[src/rtl/data_memory_arbiter.sv]
// Two-requester arbiter/sequencer for the split even/odd byte banks (CPU vs loader).
// Define ARB_CPU_PRIORITY_EN for fixed CPU priority on ties; default is round-robin.
module data_memory_arbiter #(
  parameter int ADDR_W = 16
) (
  input  logic              clk,
  input  logic              reset,
  input  logic              cpu_req,
  input  logic              cpu_we,
  input  logic              cpu_size,
  input  logic [ADDR_W-1:0] cpu_addr,
  input  logic [15:0]       cpu_wdata,
  output logic              cpu_ack,
  output logic [15:0]       cpu_rdata,
  output logic              cpu_stall,
  input  logic              ld_req,
  input  logic              ld_we,
  input  logic              ld_size,
  input  logic [ADDR_W-1:0] ld_addr,
  input  logic [15:0]       ld_wdata,
  output logic              ld_ack,
  output logic [15:0]       ld_rdata,
  output logic              even_we,
  output logic              odd_we,
  output logic [ADDR_W-2:0] even_addr,
  output logic [ADDR_W-2:0] odd_addr,
  output logic [7:0]        even_wdata,
  output logic [7:0]        odd_wdata,
  input  logic [7:0]        even_rdata,
  input  logic [7:0]        odd_rdata
);

  typedef enum logic [1:0] {IDLE, ISSUE, WAIT, DONE} state_e;

  state_e            state_q, state_d;
  logic              gnt_q, gnt_d;     // 0 = cpu, 1 = loader
  logic              last_q, last_d;
  logic              rd_q, rd_d;
  logic              size_q, size_d;
  logic              a0_q, a0_d;
  logic              ewe_q, ewe_d, owe_q, owe_d;
  logic [ADDR_W-2:0] eaddr_q, eaddr_d, oaddr_q, oaddr_d;
  logic [7:0]        ewd_q, ewd_d, owd_q, owd_d;
  logic [15:0]       crd_q, crd_d, lrd_q, lrd_d;

  logic              sel_ld;
  logic              w_we, w_size;
  logic [ADDR_W-1:0] w_addr;
  logic [15:0]       w_wdata;
  logic [ADDR_W-2:0] h, h_inc;
  logic [15:0]       rd_asm;

  always_comb begin
    if (cpu_req && ld_req) begin
`ifdef ARB_CPU_PRIORITY_EN
      sel_ld = 1'b0;
`else
      sel_ld = ~last_q;
`endif
    end else begin
      sel_ld = ld_req;
    end
  end

  assign w_we    = sel_ld ? ld_we    : cpu_we;
  assign w_size  = sel_ld ? ld_size  : cpu_size;
  assign w_addr  = sel_ld ? ld_addr  : cpu_addr;
  assign w_wdata = sel_ld ? ld_wdata : cpu_wdata;

  // Unaligned halfword high byte lands in the next even word; wraps at the top.
  assign h     = w_addr[ADDR_W-1:1];
  assign h_inc = h + {{(ADDR_W-2){1'b0}}, 1'b1};

  always_comb begin
    if (size_q) rd_asm = a0_q ? {even_rdata, odd_rdata} : {odd_rdata, even_rdata};
    else        rd_asm = {8'h00, a0_q ? odd_rdata : even_rdata};
  end

  always_comb begin
    state_d = state_q;
    gnt_d   = gnt_q;
    last_d  = last_q;
    rd_d    = rd_q;
    size_d  = size_q;
    a0_d    = a0_q;
    ewe_d   = 1'b0;
    owe_d   = 1'b0;
    eaddr_d = eaddr_q;
    oaddr_d = oaddr_q;
    ewd_d   = ewd_q;
    owd_d   = owd_q;
    crd_d   = crd_q;
    lrd_d   = lrd_q;
    unique case (state_q)
      IDLE: begin
        if (cpu_req || ld_req) begin
          gnt_d   = sel_ld;
          last_d  = sel_ld;
          rd_d    = ~w_we;
          size_d  = w_size;
          a0_d    = w_addr[0];
          eaddr_d = (w_size && w_addr[0]) ? h_inc : h;
          oaddr_d = h;
          ewd_d   = w_addr[0] ? w_wdata[15:8] : w_wdata[7:0];
          owd_d   = w_addr[0] ? w_wdata[7:0]  : w_wdata[15:8];
          ewe_d   = w_we && (w_size || !w_addr[0]);
          owe_d   = w_we && (w_size ||  w_addr[0]);
          state_d = ISSUE;
        end
      end
      ISSUE: state_d = rd_q ? WAIT : DONE;
      WAIT: begin
        if (gnt_q) lrd_d = rd_asm;
        else       crd_d = rd_asm;
        state_d = DONE;
      end
      DONE:    state_d = IDLE;
      default: state_d = IDLE;
    endcase
  end

  always_ff @(posedge clk or negedge reset) begin
    if (!reset) begin
      state_q <= IDLE;
      gnt_q   <= 1'b0;
      last_q  <= 1'b1;
      rd_q    <= 1'b0;
      size_q  <= 1'b0;
      a0_q    <= 1'b0;
      ewe_q   <= 1'b0;
      owe_q   <= 1'b0;
      eaddr_q <= '0;
      oaddr_q <= '0;
      ewd_q   <= '0;
      owd_q   <= '0;
      crd_q   <= '0;
      lrd_q   <= '0;
    end else begin
      state_q <= state_d;
      gnt_q   <= gnt_d;
      last_q  <= last_d;
      rd_q    <= rd_d;
      size_q  <= size_d;
      a0_q    <= a0_d;
      ewe_q   <= ewe_d;
      owe_q   <= owe_d;
      eaddr_q <= eaddr_d;
      oaddr_q <= oaddr_d;
      ewd_q   <= ewd_d;
      owd_q   <= owd_d;
      crd_q   <= crd_d;
      lrd_q   <= lrd_d;
    end
  end

  assign cpu_ack    = (state_q == DONE) && !gnt_q;
  assign ld_ack     = (state_q == DONE) &&  gnt_q;
  assign cpu_stall  = cpu_req && !cpu_ack;
  assign cpu_rdata  = crd_q;
  assign ld_rdata   = lrd_q;
  assign even_we    = ewe_q;
  assign odd_we     = owe_q;
  assign even_addr  = eaddr_q;
  assign odd_addr   = oaddr_q;
  assign even_wdata = ewd_q;
  assign odd_wdata  = owd_q;

endmodule

[config.mk]
export PLATFORM = sky130hd
export DESIGN_NAME = data_memory_arbiter
export DESIGN_NICKNAME = d
export VERILOG_FILES = /design/src/rtl/data_memory_arbiter.sv
export SDC_FILE = /design/constraint.sdc
export NUM_CORES = 1
export LEC_CHECK = 0
export ABC_CLOCK_PERIOD_IN_PS = 2900
export BUFFER_PORTS_ARGS = -buffer_cell sky130_fd_sc_hd__clkbuf_2
export CAP_MARGIN = 20
export CORE_UTILIZATION = 50
export DETAILED_ROUTE_END_ITERATION = 8
export PLACE_DENSITY_LB_ADDON = 0.05
export SETUP_SLACK_MARGIN = 0.02
export SLEW_MARGIN = 20
export SYNTH_ARGS = -nofsm -noshare
export SYNTH_HDL_FRONTEND = slang
export SYNTH_SLANG_ARGS = --single-unit
[constraint.sdc]
create_clock -name clk -period 2.9 [get_ports clk]
set_clock_uncertainty 0.1 [all_clocks]
set_input_delay 0.435 -clock clk [delete_from_list [all_inputs] [get_ports clk]]
set_output_delay 0.435 -clock clk [all_outputs]
set_load 0.05 [all_outputs]
After elaboration in Yosys (flattened, before gate mapping):

Index checks and enable logic that the tools add are counted.

* flip-flop bits (word level): 87
* output and inout bits: 83
* input bits: 88
* word-level logic and storage cells: 57

* eq/ne operators: 4
* add/sub/neg operators: 1
* multiplexer cells: 18
* bitwise gates (word level): 3
* reductions and logical operators: 17

Operators with widths (count)
* 2-to-1 mux 16 bit: 4
* 2-to-1 mux 8 bit: 3
* adder 15 x 1 -> 15 bit, second input constant: 1
* 2-to-1 mux 15 bit: 1
* 2-to-1 mux 1 bit: 8
* one-hot mux 2 bit (4 select lines): 1
* logical AND 1 bit: 7
* AND reduction 2 bit: 3
* == test 2 bit, second input constant: 2
* logical NOT 1 bit: 3
* logical OR 1 bit: 3
* inverter 1 bit: 3
* == test 2 x 1 -> 1 bit, second input constant: 1
* logical NOT 2 bit: 1
* 2-to-1 mux 2 bit: 1
* inequality test 2 bit, second input constant: 1

Logic depth before layout (Yosys ltp):

* depth in word-level cells: 8
* depth in mapped cells: 8

Worst setup path before layout:

OpenSTA, ideal clock, no wires.

* kind: reg2out
* from: reg state_q[0]
* to: out cpu_stall
* data arrival time: 1.739 ns
* cell stages (with the launch flop): 4
* slack: 0.626 ns
* path through: dfrtp_1 -> ha_1 -> nor2b_1 -> nor2b_1

* word-level cells in the longest chain between the ends: 4

RTL lines
* from (decl): line 35 `state_e state_q, state_d;`
* from (signal assigned): line 139 `state_q <= state_d;`
* == test 2 bit: line 156 `assign cpu_ack = (state_q == DONE) && !gnt_q;`
* logical AND 1 bit: line 156
* named net cpu_ack: line 13 `output logic cpu_ack,`
* logical NOT 1 bit: line 158 `assign cpu_stall = cpu_req && !cpu_ack;`
* logical AND 1 bit: line 158
* to (decl): line 15 `output logic cpu_stall,`

The timed path passes the listed nets, and every way through them passes these cells.

Final worst setup path:

* from: reg last_q
* to: reg eaddr_q[13], in the netlist even_addr[13]

* word-level cells in the longest chain between the ends: 5
* elaborated cells on any way between the ends: 7
* those cells by class: 1 x add/sub; 4 x mux; 1 x bitwise; 1 x reduce/logical

RTL lines
* from (decl): line 37 `logic last_q, last_d;`
* from (signal assigned): line 141 `last_q <= last_d;`
* inverter 1 bit *: line 58 `sel_ld = ~last_q;`
* 2-to-1 mux 1 bit *: line 54 `if (cpu_req && ld_req) begin`
* 2-to-1 mux 16 bit / 2-to-1 mux 1 bit (equally long branches): line 67, 66
* adder 15 x 1 -> 15 bit / logical AND 1 bit (equally long branches): line 72, 102
* 2-to-1 mux 15 bit *: line 102 `eaddr_d = (w_size && w_addr[0]) ? h_inc : h;`
* to (signal assigned): line 147 `eaddr_q <= eaddr_d;`
* to (decl): line 42 `logic [ADDR_W-2:0] eaddr_q, eaddr_d, oaddr_q, oaddr_d;`

Mark *: on every way between the ends. The rest lies on a longest branch, timed or not.
A chain may end at the register's enable or synchronous reset.

==> results by group <==
Pwr
  • Peak supply drop: 638 uV
  • Total power draw: 6.92 mW
  • Pwr dens: 1190 nW/um^2
  • Leakage: 2.89 nW

STA
  • Hold_ws: 292 ps
  • Final Hold Vio Count: 0
  • Final TNS setup: 0 ps
  • Min cycle time layout: 2240 ps
  • Endpoints failing setup: 0
  • Period utilization: 77.4%
  • RSZ-0062 raised after global routing: false
  • Slew Limit Fails: 0
  • Relative slew slack: 40.4%
  • Fmax achieved: 446 MHz
  • Worst slew pin tran: 892 ps
  • Final WS setup: 656 ps

Worst setup path
  • Max FO, Critical Path: 17
  • R2R Path Start: last_q
  • Startpoint Class: register
  • Worst setup EP type: register
  • Critical path arrival: 2440 ps
  • CP Launch Point: last_q
  • Setup CP Type: register to register
  • Worst reg-to-reg path cell count: 6
  • Critical Path RT: 3100 ps

Yosys
  • Net Count, Synth: 524
  • EDFF count, synth: 0
  • Mapped cell area: 4600 um^2
  • Cells after synthesis: 432
  • Synthesized flop and latch total: 87
  • Mean Syn Cell Area: 10.6 um^2
  • Most frequently used flop master after synthesis: dfrtp_1
  • Cell variety after synth: 48
  • Seq/Total Area, Yosys: 47.4%
  • Fraction of registers with async set/reset: 100%
  • Dominant cells by area after synthesis: dfrtp_1, nand2_1, o21ai_0
  • Syn. warnings: 0
  • Synth cell count leaders: dfrtp_1, nand2_1, o21ai_0, mux2_2, mux2i_1
  • Top-area cell type share of the netlist area: 46.8%
  • Most numerous cell in the Yosys netlist: dfrtp_1
  • Top cell type by total area after synthesis: dfrtp_1

Clock network
  • Clock Tree Buf Depth: 2
  • H-Tree Depth: 3
  • Clock-pin slew on the worst setup and hold paths: 110 ps
  • TritonCTS Buffers: 9
  • Clock sink total: 87
  • CTS tree: yes
  • Root Buffer: clkbuf_8
  • Setup Buffers After CTS: 0
  • Latest clock arrival within the worst-skew pair: 350 ps

Route
  • Vias/cell: 5.49
  • Avg WL per Cell: 15.5 um
  • Via Count: 3899
  • Antenna-violating nets left: 0
  • DRC Markers: 12
  • Initial DRC count: 102
  • Total Wirelength: 11000 um
  • Drt first pass iters: 7

Worst hold path
  • Hold Crit Depth: 3
  • Min-delay src: even_rdata[7]
  • HP Class: input pin to register

Place
  • Inst Count DP: 692
  • Post-DP Area: 5590 um^2
  • Port Buffer Count: 170
  • Dpl ws: 564 ps
  • Final GP Congestion: 0.859
  • DPL Wire Length: 8150 um

Global routing
  • Initial antenna violation count: 0
  • Aggregate global routing overflow: 0
  • First-pass GRT wire length: 18500 um
  • Tot GR Track Use: 24.0%
  • Largest net degree at the start of global routing: 49
  • Vias in the first global route: 3871

Outcome
  • Failing checks: design-rule violations
  • Outcome: finished, violations left

Layout
  • Post-route cell area: 5820 um^2
  • Area grow syn2layout: 26.5%
  • NumNets Final: 689
  • Layout Cells excl Fill: 710
  • Fillers: 751
  • Diode count: 0
  • Share of layout cells above drive strength 1: 40.2%
  • Register area: 2180 um^2
  • Multi-input gate area: 2300 um^2
  • Final Util: 66.0%

Die
  • Die Width: 97.9 um
  • Vert. Die Dim: 97.9 um
  • Core ar.: 8810 um^2
  • Row count: 34
  • DIE AREA: 9580 um^2
  • # IOs: 171
  • Initial Util: 52.2%

Job
  • Max Cap Violations: 0
## where the power goes
part	leakage, nW	internal, mW	switching (mW)
combinational	1.71	1.08	2.85
sequential	1.08	1.78	0.371
clock	0.102	0.341	0.499
total	2.89	3.20	3.72
## cells by family (layout without fill, tap and decap cells)
logic type                 after synthesis  after routing  synth area share, %
adders and majority gates                4              4                 1.09
AOI/OAI and AO/OA                       93             93                 12.1
muxes                                   67             67                 19.9
buffers and inverters                   32            202                 3.02
and+or+nand+nor                        137            137                 14.2
xor gates and xnor gates                12             12                 2.29
DFF                                     87             87                 47.4
## flip-flops by register name (all words and copies together) (netlist names)
signal      cells
gnt_q           1
odd_we          1
last_q          1
even_wdata      8
size_q          1
even_addr      15
odd_wdata       8
a0_q            1
ld_rdata       16
even_we         1
cpu_rdata      16
state_q         2
rd_q            1
odd_addr       15
## routing by layer
layer	GRT usage (%)	vias to the layer above	wire, um
met4	7.58	0	151
met1	32.4	1850	4770
met2	40.3	148	5420
met3	3.51	18	665
met5	0	-	0
li1	-	1883	-
## placed cells by master, fill, tap and decap left out, types with 3 or more instances in the layout
master    count
nand3_1       9
nor2_1        8
and2_1        4
xnor2_1       7
nand2_1      83
clkbuf_8      9
nor3_1        9
a21oi_1       8
o21ai_0      60
inv_1         6
mux4_1        3
a21o_1        6
nor4_1        3
buf_4         6
nand2b_1      3
xor2_1        5
inv_8         3
mux4_2       13
mux2_2       25
a31oi_1       3
nor3b_1       3
nor2b_1       4
mux2i_1      25
dfrtp_1      86
buf_12        3
ha_1          4
clkinv_4      3
clkbuf_2    169
## cell type report
type                            count  share of cell area [%]
Multi-Input combinational cell    313                    39.6
Sequential cell                    87                    37.5
Timing Repair Buffer              180                    16.8
Tap cell                          108                    2.32
Clock buffer                        9                    2.13
Clock inverter                      7                    1.31
Inverter                            6                   0.387
## final timing paths
check / slack [ps] / endpoint
worst max-delay path: 660 / even_addr[13]
worst min-delay path: 290 / cpu_rdata[7]
worst max register to register: 660 / even_addr[13]
worst min register to register: 390 / even_addr[2]
max in group asynchronous: 1550 / odd_addr[1]
min in group asynchronous: 500 / odd_wdata[5]
## critical path, stage by stage (launching register included)
cell and delay [ps]:
dfstp_2 600, a21bo_2 270, buf_4 270, and2_1 220
a32oi_4 100, or4b_1 530, nand3_1 90
## repair_timing
action	CTS	global route
hold buffers	1	0
gates resized for setup	0	0
hold endpoints to repair	38	0
No activity file was read; power rests on OpenSTA's default activity.
